===== config.mk =====
export PLATFORM = sky130hd
export DESIGN_NAME = rr_burst_arbiter
export DESIGN_NICKNAME = d
export VERILOG_FILES = /design/src/rtl/rr_burst_arbiter.sv
export SDC_FILE = /design/constraint.sdc
export NUM_CORES = 1
export LEC_CHECK = 0
export CAP_MARGIN = 20
export CORE_ASPECT_RATIO = 1.75
export CORE_MARGIN = 2
export CORE_UTILIZATION = 45
export CTS_CLUSTER_SIZE = 12
export DETAILED_ROUTE_END_ITERATION = 10
export PLACE_DENSITY = 0.75
export SYNTH_ARGS = -nofsm -noshare
export SYNTH_HDL_FRONTEND = slang
export SYNTH_SLANG_ARGS = --single-unit

===== constraint.sdc =====
create_clock -name clk -period 6.9 [get_ports clk]
set_input_delay 2.07 -clock clk [delete_from_list [all_inputs] [get_ports clk]]
set_output_delay 2.07 -clock clk [all_outputs]
set_load 0.05 [all_outputs]

===== src/rtl/rr_burst_arbiter.sv =====
// -----------------------------------------------------------------------------
// rr_burst_arbiter
//   Round-robin arbiter with burst locking. One shared downstream resource is
//   handed to one of N requesters at a time. A grant is held for the whole
//   burst and is released on the last beat, when the beat limit is reached,
//   or when the requester drops its request. Priority then rotates to the
//   requester after the one just served. Back-to-back bursts run with no
//   idle cycle.
//
// Ports
//   clk            : clock, rising edge
//   rst            : asynchronous reset, active-high
//   req[N]         : per-requester request, held high while beats remain
//   last[N]        : per-requester last-beat flag (only the granted one is used)
//   res_ready      : shared resource accepts a beat this cycle
//   gnt[N]         : registered one-hot grant, zero when idle
//   gnt_valid      : registered, equals |gnt
//   gnt_id[IDW]    : registered index of the granted requester, holds when idle
//   beat_fire      : combinational, a beat transfers this cycle
//   release_forced : registered one-cycle pulse on a beat-limit release
// -----------------------------------------------------------------------------
module rr_burst_arbiter #(
    parameter int unsigned N         = 8,
    parameter int unsigned MAX_BURST = 16,
    parameter int unsigned IDW       = $clog2(N)
) (
    input  logic           clk,
    input  logic           rst,
    input  logic [N-1:0]   req,
    input  logic [N-1:0]   last,
    input  logic           res_ready,
    output logic [N-1:0]   gnt,
    output logic           gnt_valid,
    output logic [IDW-1:0] gnt_id,
    output logic           beat_fire,
    output logic           release_forced
);

    localparam int unsigned CW = $clog2(MAX_BURST + 1);
    localparam logic [CW-1:0]  CNT_LIMIT = CW'(MAX_BURST - 1);
    localparam logic [IDW-1:0] ID_MAX    = IDW'(N - 1);

    typedef enum logic {
        ST_IDLE = 1'b0,
        ST_BUSY = 1'b1
    } state_e;

    state_e         state_q,     state_d;
    logic [N-1:0]   gnt_q,       gnt_d;
    logic           gnt_valid_q, gnt_valid_d;
    logic [IDW-1:0] gnt_id_q,    gnt_id_d;
    logic [IDW-1:0] ptr_q,       ptr_d;
    logic [CW-1:0]  cnt_q,       cnt_d;
    logic           forced_q,    forced_d;

    logic           fire_c;
    logic           fire_last_c;
    logic           fire_limit_c;
    logic           abandon_c;
    logic           release_c;
    logic [IDW-1:0] next_ptr_c;
    logic [IDW-1:0] arb_ptr_c;

    logic           arb_found_c;
    logic [IDW-1:0] arb_idx_c;
    logic           masked_any_c;
    logic [IDW-1:0] masked_idx_c;
    logic [IDW-1:0] unmasked_idx_c;

    assign gnt            = gnt_q;
    assign gnt_valid      = gnt_valid_q;
    assign gnt_id         = gnt_id_q;
    assign release_forced = forced_q;

    // A beat moves only while a grant is live, its owner requests and the resource is ready.
    assign fire_c    = gnt_valid_q & req[gnt_id_q] & res_ready;
    assign beat_fire = fire_c;

    // Release detection for the current burst.
    always_comb begin
        fire_last_c  = fire_c & last[gnt_id_q];
        fire_limit_c = fire_c & (cnt_q == CNT_LIMIT);
        abandon_c    = ~req[gnt_id_q];
        release_c    = (state_q == ST_BUSY) & (fire_last_c | fire_limit_c | abandon_c);
        next_ptr_c   = (gnt_id_q == ID_MAX) ? '0 : gnt_id_q + IDW'(1);
        // On a release the rotated pointer is used in the same cycle, so no bubble.
        arb_ptr_c    = release_c ? next_ptr_c : ptr_q;
    end

    // Two-arbiter round robin: lowest set bit at or above the pointer (masked),
    // falling back to the lowest set bit overall (unmasked) to wrap around.
    always_comb begin
        masked_any_c   = 1'b0;
        masked_idx_c   = '0;
        unmasked_idx_c = '0;
        for (int i = int'(N) - 1; i >= 0; i--) begin
            if (req[i]) begin
                unmasked_idx_c = IDW'(i);
                if (i >= int'(arb_ptr_c)) begin
                    masked_any_c = 1'b1;
                    masked_idx_c = IDW'(i);
                end
            end
        end
        arb_found_c = |req;
        arb_idx_c   = masked_any_c ? masked_idx_c : unmasked_idx_c;
    end

    // Next-state and next-output logic.
    always_comb begin
        state_d     = state_q;
        gnt_d       = gnt_q;
        gnt_valid_d = gnt_valid_q;
        gnt_id_d    = gnt_id_q;
        ptr_d       = ptr_q;
        cnt_d       = cnt_q;
        forced_d    = 1'b0;

        case (state_q)
            ST_IDLE: begin
                if (arb_found_c) begin
                    state_d     = ST_BUSY;
                    gnt_d       = N'(1) << arb_idx_c;
                    gnt_valid_d = 1'b1;
                    gnt_id_d    = arb_idx_c;
                    cnt_d       = '0;
                end
            end
            ST_BUSY: begin
                if (release_c) begin
                    ptr_d = next_ptr_c;
                    // A last beat landing on the limit counts as a normal release.
                    forced_d = fire_limit_c & ~fire_last_c;
                    cnt_d    = '0;
                    if (arb_found_c) begin
                        gnt_d       = N'(1) << arb_idx_c;
                        gnt_valid_d = 1'b1;
                        gnt_id_d    = arb_idx_c;
                    end else begin
                        state_d     = ST_IDLE;
                        gnt_d       = '0;
                        gnt_valid_d = 1'b0;
                    end
                end else if (fire_c) begin
                    cnt_d = cnt_q + CW'(1);
                end
            end
            default: begin
                state_d     = ST_IDLE;
                gnt_d       = '0;
                gnt_valid_d = 1'b0;
                cnt_d       = '0;
            end
        endcase
    end

    // State and output registers.
    always_ff @(posedge clk or posedge rst) begin
        if (rst) begin
            state_q     <= ST_IDLE;
            gnt_q       <= '0;
            gnt_valid_q <= 1'b0;
            gnt_id_q    <= '0;
            ptr_q       <= '0;
            cnt_q       <= '0;
            forced_q    <= 1'b0;
        end else begin
            state_q     <= state_d;
            gnt_q       <= gnt_d;
            gnt_valid_q <= gnt_valid_d;
            gnt_id_q    <= gnt_id_d;
            ptr_q       <= ptr_d;
            cnt_q       <= cnt_d;
            forced_q    <= forced_d;
        end
    end

endmodule

==> results of run 1 <==
final cells by class:
type                    count  area share
multi-input cells         138       0.501
flip-flops and latches     22       0.254
repair buffers             36       0.161
well taps                  46      0.0265
inverters                  14      0.0242
clock buffers               3      0.0190
clock inverters             1      0.0138
worst max path at each step:
stage / from / end / slack (ps) / cells past startpoint
final: req[7] / beat_fire / 320 / 7
after global routing: req[7] / beat_fire / 200 / 7
after CTS: req[7] / beat_fire / 330 / 7
after detailed placement: req[7] / beat_fire / 340 / 7
after global placement: req[7] / beat_fire / 390 / 7
after floorplan: req[6] / beat_fire / 1660 / 5
registers in the layout (all words and copies together) (netlist names):
| signal | cells |
|---|---|
| gnt | 8 |
| cnt_q | 5 |
| gnt_id | 3 |
| ptr_q | 3 |
| gnt_valid | 1 |
| release_forced | 1 |
| state_q | 1 |
cell families after synthesis:
logic type	after synthesis
AND/OR/NAND/NOR	69
adder cells (fa/ha/maj)	4
multiplexers	14
buffers and inverters	18
flip-flops	22
AO/OA/AOI/OAI	49
XOR/XNOR	2
metrics by stage:
step                      cell area [µm²]  setup slack (ps)  std cells   util
after floorplan                      1720              1660        178      -
after detailed placement             2100               342        256  0.579
after global routing                 2170               200        260  0.598
after CTS                            2170               326        260  0.598
final                                2170               322        260  0.598
after global placement               2090               388        255  0.577
metal layers:
metal / wire length [µm] / GRT usage / vias up / part of all wire
li1: - / - / 733 / -
met1: 1710 / 0.265 / 741 / 0.41
met2: 2200 / 0.366 / 33 / 0.53
met3: 110 / 0.0192 / 12 / 0.027
met4: 114 / 0.0983 / 0 / 0.028
met5: 0 / 0 / - / 0
power groups by stage:
stage / sequential [µW] / combinational [µW] / clock [µW]
floorplan: 280 / 621 / 0
global placement: 233 / 845 / 0
detailed placement: 234 / 861 / 0
CTS: 232 / 867 / 122
global route: 238 / 942 / 130
finish: 232 / 864 / 121
cell usage in the layout, fill, tap and decap left out, drive strengths merged, types with 2 or more instances in the layout:
| cell | instances |
|---|---|
| ha | 4 |
| and2b | 2 |
| a21oi | 3 |
| nor3 | 6 |
| o21ai | 10 |
| o211ai | 4 |
| nor2 | 10 |
| buf | 4 |
| nor2b | 4 |
| and3 | 2 |
| nand3 | 8 |
| inv | 14 |
| and2 | 4 |
| clkdlybuf4s50 | 32 |
| xnor2 | 2 |
| clkbuf | 3 |
| o31ai | 4 |
| dfrtp | 22 |
| a31oi | 3 |
| nor4 | 2 |
| a32o | 4 |
| mux2i | 13 |
| a21o | 2 |
| nand2b | 4 |
| a32oi | 2 |
| a22o | 2 |
| nand2 | 21 |
| o22ai | 2 |
tightest hold or removal path, stage by stage (launching register included):
cell,delay (ps)
dfrtp_1,350
nand2_1,50
o31ai_1,50
==> impl_metrics.py, run 1 <==
metrics = {
    "outcome": {
        "status": "complete, no violations",
    },
    "power_and_ir_drop": {
        "pwr_density_cell_nw_per_um2": 560,
        "p_switching_uw": 618,
        "pwr-share-comb": 0.710,
        "power_frac_seq": 0.190,
        "vdd_ir_drop_max_v": 0.000355,
        "total_power_uw": 1220,
        "clkPwrFrac": 0.099,
        "p_leak_uw": 0.000923,
        "switching_share": 0.508,
        "power.internal_uw": 598,
    },
    "placement": {
        "portBuffers": 32,
        "place.gp.congestion": 0.876,
        "place.detailed.hpwl_mm": 3.14,
    },
    "critical_path": {
        "critical_path_required_ps": 4830,
        "crit_family": "buffers and inverters",
        "setup.worst_path.class": "in2out",
        "path_cells": "clkdlybuf4s50_1, mux2i_1, a32o_2, nor2_8, nand3_1, inv_1, clkdlybuf4s50_1",
        "slowest_delay_ps": 810,
        "cp_max_fo": 9,
        "path_buf_inv": 3,
        "reg2reg_to": "gnt[4]",
        "r2r_setup_slack_ps": 3800,
        "start_kind": "input pin",
        "worst_path_most_repeated_cell": "clkdlybuf4s50_1",
        "crit_arrival_ps": 4510,
        "slowest_stage": "clkdlybuf4s50_1",
        "worst_setup_path_end_kind": "output pin",
        "rr_worst_depth": 9,
        "timing.rr.start": "gnt_id[0]",
    },
    "drt": {
        "drtAntennaViolNets": 0,
        "drt-initial-drc-count": 24,
        "wl_mm": 4.13,
        "vias_per_cell": 5.84,
        "post-route-drc-count": 0,
        "first_pass_iters": 4,
        "vias": 1519,
        "drt-wirelength-per-cell_um": 15.9,
    },
    "synthesis": {
        "netlist_area_um2": 1720,
        "synth_warnings": 0,
        "synth_top_family_by_area": "compound AO/OA/AOI/OAI gates",
        "yosysTopAreaCell": "dfrtp_1",
        "avgSynthCellArea_um2": 9.64,
        "synth_flop_cell": "dfrtp_1",
        "synthSimpleGateAreaFrac": 0.231,
        "synth.top_cells.by_area": "dfrtp_1 (32%), mux2i_1 (7.0%), nand2_1 (4.6%), inv_1 (3.1%), ha_1 (2.9%)",
        "synth_cell_types": 58,
        "yosysSeqAreaShare": 0.321,
        "synth_compound_area_frac": 0.279,
        "synth_edf_count": 0,
        "async_flop_share": 1.00,
        "synth_top_cells_by_count": "dfrtp_1 (22), nand2_1 (21), inv_1 (14)",
        "synthAdderAreaFrac": 0.0292,
        "synth_top_area_frac": 0.321,
        "synth_xor_area_frac": 0.0102,
        "synth-seq-cells": 22,
        "yosysMostFrequentCell": "dfrtp_1",
        "syn_nets": 201,
        "syn_inst": 178,
        "synth_mux_area_frac": 0.0846,
    },
    "timing": {
        "tns_ps": 0,
        "finalHoldViolCount": 0,
        "tightest_slew_ps": 862,
        "max_slew_margin": 0.424,
        "finalCritPeriodShare": 0.953,
        "worst_hold_slack_ps": 482,
        "period_needed_ps": 6580,
        "finClkSkew_ps": 3.45,
        "setup_violations": 0,
        "fmax_mhz": 152,
        "drv_slew": 0,
        "rsz0062_at_grt": "false",
    },
    "run": {
        "cap_violations": 0,
    },
    "clock_network": {
        "numCtsBuffers": 3,
        "clockBufferDepth": 2,
        "clk_pin_slew_ps": 80,
        "ctsHtreeMaxLevel": 1,
        "clockRootBuffer": "clkbuf_8",
        "clock-sinks": 22,
        "cts_resized": 0,
        "holdBufCountCts": 0,
        "cts_tree": "done",
        "insertion_delay_ps": 260,
        "cts_setup_buffers": 0,
    },
    "final_layout": {
        "multiInputGateArea_um2": 1090,
        "fillers": 315,
        "area_growth_syn_to_layout_pct": 26.5,
        "drive_gt1_frac": 0.136,
        "diodes": 0,
        "fin_nets": 238,
        "seqCellArea_um2": 551,
    },
    "floorplanning": {
        "start_util": 0.473,
        "num_io_pins": 33,
        "core_um2": 3630,
        "die_x_um": 50.7,
        "dieArea_um2": 4340,
        "die_h_um": 85.7,
        "fp-row-count": 29,
    },
    "global_routing": {
        "antenna_found_initial": 0,
        "grt_overflow": 0,
        "grt_pass1_vias": 1511,
        "grt_usage": 0.213,
        "grt_max_degree": 23,
        "grt_pass1_wl_mm": 7.18,
    },
    "hold_path": {
        "hold_class": "reg2reg",
        "min_path_cells": 2,
        "hold_end": "cnt_q[4]",
        "hold_start": "cnt_q[4]",
    },
}
No activity file was read; power rests on OpenSTA's default activity.
==> run 2: changes to the inputs <==
--- a/config.mk
+++ b/config.mk
@@ -6,7 +6,6 @@
 export NUM_CORES = 1
 export LEC_CHECK = 0
 export CAP_MARGIN = 20
-export CORE_ASPECT_RATIO = 1.75
 export CORE_MARGIN = 2
 export CORE_UTILIZATION = 45
 export CTS_CLUSTER_SIZE = 12
==> run 2 against run 1 <==
- highest routed layer unchanged
- largest cell class unchanged
- hold slack improved by 8.6 ps
- critical path depth unchanged
- critical endpoint unchanged
- non-clock buffer count decreased by 3
- register-to-register slack improved by 60 ps
==> impl_metrics.py, run 2 (synthesis gave the netlist of run 1 again) <==
metrics = {
    "outcome": {
        "status": "complete, no violations",
    },
    "final_layout": {
        "diodes": 0,
        "fin_nets": 235,
        "layout_common_cells": "clkdlybuf4s50_1 (31), dfrtp_1 (22), nand2_1 (21), inv_1 (14), mux2i_1 (12)",
        "area_growth_syn_to_layout_pct": 25.2,
        "drive_gt1_frac": 0.128,
        "mostFrequentLayoutCell": "clkdlybuf4s50_1",
        "largest_reg_flops": 8,
        "fin_util": 0.587,
        "fillers": 336,
    },
    "critical_path": {
        "slowest_delay_ps": 630,
        "setup.worst_path.class": "in2out",
        "crit_family": "buffers and inverters",
        "critical_path_required_ps": 4830,
        "path_cells": "clkdlybuf4s50_1, mux2i_1, a32o_2, nor2_8, nand3_1, inv_1, buf_4",
        "worst_setup_path_end_kind": "output pin",
        "path_buf_inv": 3,
        "cp_max_fo": 9,
        "crit_arrival_ps": 3920,
        "slowest_stage": "clkdlybuf4s50_1",
        "start_kind": "input pin",
    },
    "timing": {
        "period_needed_ps": 5990,
        "tns_ps": 0,
        "tightest_slew_ps": 793,
        "rsz0062_at_grt": "false",
        "drv_slew": 0,
        "finalHoldViolCount": 0,
        "finClkSkew_ps": 0.765,
        "setup_violations": 0,
        "max_slew_margin": 0.470,
        "fmax_mhz": 167,
        "finalCritPeriodShare": 0.868,
        "worst_hold_slack_ps": 490,
    },
    "clock_network": {
        "clock-sinks": 22,
        "insertion_delay_ps": 260,
        "cts_setup_buffers": 0,
        "clk_pin_slew_ps": 80,
        "numCtsBuffers": 3,
        "clockBufferDepth": 2,
        "ctsHtreeMaxLevel": 1,
        "clockRootBuffer": "clkbuf_8",
        "cts_tree": "done",
        "cts_resized": 0,
        "holdBufCountCts": 0,
    },
    "global_routing": {
        "grt_overflow": 0,
        "antenna_found_initial": 0,
        "grt_usage": 0.197,
        "grt_pass1_wl_mm": 6.59,
        "grt_max_degree": 23,
        "grt_pass1_vias": 1387,
    },
    "power_and_ir_drop": {
        "vdd_ir_drop_max_v": 0.000296,
        "p_leak_uw": 0.000910,
        "pwr_density_cell_nw_per_um2": 561,
    },
    "drt": {
        "drt-wirelength-per-cell_um": 14.8,
        "drt-initial-drc-count": 65,
        "wl_mm": 3.84,
        "drtAntennaViolNets": 0,
        "vias_per_cell": 5.73,
        "vias": 1484,
        "post-route-drc-count": 0,
        "first_pass_iters": 4,
    },
    "placement": {
        "portBuffers": 32,
        "place.detailed.hpwl_mm": 3.00,
        "place.gp.congestion": 0.843,
    },
    "floorplanning": {
        "core_um2": 3660,
        "die_x_um": 65.7,
        "start_util": 0.469,
        "fp-row-count": 22,
        "num_io_pins": 33,
        "dieArea_um2": 4320,
        "die_h_um": 65.7,
    },
    "run": {
        "cap_violations": 0,
    },
    "hold_path": {
        "hold_class": "reg2reg",
    },
}
## run 2: layer usage
metal,global-route usage,wire length (µm)
met4,0.0469,39
met3,0.0342,175
met1,0.263,1780
met5,0,0
met2,0.332,1850
## run 2: layout make-up
| cell class | count | area (µm²) | share of cell area |
|---|---|---|---|
| multi-input combinational | 138 | 1090 | 0.507 |
| clock buffer | 3 | 41.3 | 0.0192 |
| timing repair buffer | 33 | 325 | 0.151 |
| sequential | 22 | 551 | 0.256 |
| tap | 48 | 60.1 | 0.0280 |
| clock inverter | 1 | 30.0 | 0.0140 |
| inverter | 14 | 52.6 | 0.0245 |
## run 2: path summary, 6_finish.rpt
| check | start | endpoint | slack (ps) | cells past startpoint |
|---|---|---|---|---|
| setup / recovery | req[7] | beat_fire | 910 | 7 |
| hold / removal | cnt_q[4] | cnt_q[4] | 490 | 2 |
| setup reg to reg | gnt_id[0] | gnt[4] | 3860 | 9 |
| hold reg to reg | cnt_q[4] | cnt_q[4] | 490 | 2 |
| max in group asynchronous | rst | gnt[4] | 4160 | 2 |
| min in group asynchronous | rst | gnt[5] | 2250 | 2 |
## run 2: worst min-delay path: cells and delay by family (launching register included)
kind            cells  cell delay [ps]
flops               1              350
compound gates      1               60
simple gates        1               50
## run 2: per-stage QoR
stage	instances	area [µm²]	power, µW	worst slack [ps]
after CTS	259	2150	1210	892
after global routing	259	2150	1300	777
final	259	2150	1200	913
after global placement	255	2080	1080	924
after floorplan	178	1720	901	1660
after detailed placement	255	2080	1090	899
## run 2: where the power goes
part           internal, µW  switching (µW)
Combinational           351             502
Sequential              169            63.3
Clock                  77.5            42.3
==> run 3: changes to the inputs <==
--- a/config.mk
+++ b/config.mk
@@ -6,10 +6,11 @@
 export NUM_CORES = 1
 export LEC_CHECK = 0
 export CAP_MARGIN = 20
-export CORE_MARGIN = 2
+export CORE_MARGIN = 4
 export CORE_UTILIZATION = 45
 export CTS_CLUSTER_SIZE = 12
 export DETAILED_ROUTE_END_ITERATION = 10
+export MAX_ROUTING_LAYER = met4
 export PLACE_DENSITY = 0.75
 export SYNTH_ARGS = -nofsm -noshare
 export SYNTH_HDL_FRONTEND = slang
==> run 3 against run 2 <==
- setup slack worse by 2.2 ps
- hold slack better by 6.0 ps
- maximum frequency about the same
- final area down 0.12%
- clock power about the same
- combinational power about the same
- global-route usage down 1.8 points
- register-to-register slack about the same
- die area up 13%
- power up 0.25%
- critical path type unchanged
- highest routed layer unchanged
==> impl_metrics.py, run 3 (synthesis gave the netlist of run 1 again) <==
metrics = {
    "critical_path": {
        "slowest_delay_ps": 640,
        "crit_family": "buffers and inverters",
        "reg2reg_to": "gnt[4]",
        "worst_setup_path_end_kind": "output pin",
        "slowest_stage": "clkdlybuf4s50_1",
        "rr_worst_depth": 9,
        "r2r_setup_slack_ps": 3870,
        "setup.worst_path.class": "in2out",
        "path_buf_inv": 3,
        "crit_cells": 7,
        "critical_path_required_ps": 4830,
        "path_cells": "clkdlybuf4s50_1, mux2i_1, a32o_2, nor2_8, nand3_1, inv_1, buf_4",
        "start_kind": "input pin",
        "timing.rr.start": "gnt_id[0]",
        "crit_arrival_ps": 3920,
        "cp_max_fo": 9,
    },
    "floorplanning": {
        "fp-row-count": 22,
        "start_util": 0.469,
        "num_io_pins": 33,
        "core_um2": 3660,
        "die_h_um": 69.7,
        "die_x_um": 69.7,
        "dieArea_um2": 4860,
    },
    "hold_path": {
        "hold_start": "gnt[3]",
        "hold_end": "gnt[3]",
        "hold_class": "reg2reg",
        "min_path_cells": 2,
    },
    "timing": {
        "finalCritPeriodShare": 0.868,
        "rsz0062_at_grt": "false",
        "tightest_slew_ps": 872,
        "drv_slew": 0,
        "finalHoldViolCount": 0,
        "worst_hold_slack_ps": 496,
        "period_needed_ps": 5990,
        "setup_violations": 0,
        "max_slew_margin": 0.418,
        "fmax_mhz": 167,
        "tns_ps": 0,
        "finClkSkew_ps": 1.94,
    },
    "run": {
        "cap_violations": 0,
    },
    "drt": {
        "wl_met3_um": 221,
        "met2RoutedLength_mm": 2.03,
        "top_layer_used": "met4",
        "post-route-drc-count": 0,
        "drtAntennaViolNets": 0,
        "drt-initial-drc-count": 70,
        "drt-met1-wl_mm": 1.89,
        "vias_per_cell": 5.75,
        "wl_mm": 4.17,
        "vias": 1490,
        "first_pass_iters": 4,
        "drt-wirelength-per-cell_um": 16.1,
    },
    "placement": {
        "portBuffers": 32,
        "place.gp.congestion": 0.900,
        "place.detailed.hpwl_mm": 3.16,
    },
    "outcome": {
        "status": "complete, no violations",
    },
    "final_layout": {
        "diodes": 0,
        "area_growth_syn_to_layout_pct": 25.1,
        "largest_reg_flops": 8,
        "layout_common_cells": "clkdlybuf4s50_1 (31), dfrtp_1 (22), nand2_1 (21), inv_1 (14), mux2i_1 (12)",
        "drive_gt1_frac": 0.128,
        "mostFrequentLayoutCell": "clkdlybuf4s50_1",
        "fin_nets": 235,
    },
    "power_and_ir_drop": {
        "p_leak_uw": 0.000909,
        "pwr_density_cell_nw_per_um2": 563,
        "vdd_ir_drop_max_v": 0.000292,
    },
    "global_routing": {
        "grt_overflow": 0,
        "grt_pass1_vias": 1500,
        "grt_max_degree": 23,
        "grt_usage": 0.180,
        "antenna_found_initial": 0,
        "grt_pass1_wl_mm": 7.09,
    },
    "clock_network": {
        "cts_tree": "done",
        "cts_setup_buffers": 0,
        "clockBufferDepth": 2,
        "insertion_delay_ps": 260,
        "clockRootBuffer": "clkbuf_8",
        "clk_pin_slew_ps": 80,
        "cts_resized": 0,
        "holdBufCountCts": 0,
        "clock-sinks": 22,
        "ctsHtreeMaxLevel": 1,
        "numCtsBuffers": 3,
    },
}
## run 3: worst register-to-register path, stage by stage, from the launching register on
cell and delay, ps:
dfrtp_1 720, mux2i_1 170, a22oi_2 290, a31oi_4 180
o22ai_4 390, mux2i_2 340, o221ai_4 200, a21boi_4 270
and2b_1 210, a22o_1 170
## run 3: cell type report
cell class | count | area, µm²
clock buffers | 3 | 41.3
clock inverters | 1 | 30.0
fillers | 325 | 1520
inverters | 14 | 52.6
multi-input cells | 138 | 1090
flip-flops and latches | 22 | 551
well taps | 48 | 60.1
repair buffers | 33 | 323
## run 3: per-layer routing
metal,up-vias,GRT usage
met2,46,0.303
met1,711,0.226
met4,0,0.0298
met5,-,-
li1,729,-
met3,4,0.0391
## run 3: worst max-delay path by stage
stage | startpoint | end
final | req[3] | beat_fire
after global routing | req[3] | beat_fire
after CTS | req[3] | beat_fire
after detailed placement | req[3] | beat_fire
after global placement | req[3] | beat_fire
after floorplan | req[6] | beat_fire
## run 3: metrics by stage
step	area [µm²]	setup WS, ps	util	cells	power, µW
detailed placement	2070	916	0.567	255	1090
global placement	2070	933	0.565	254	1070
CTS	2150	914	0.586	259	1210
global route	2150	791	0.586	259	1300
finish	2150	911	0.586	259	1210
floorplan	1720	1660	-	178	901
## run 3: report_power, final
group / internal, µW / switching, µW
clock: 77.5 / 43.6
combinational: 348 / 506
sequential: 168 / 64.1
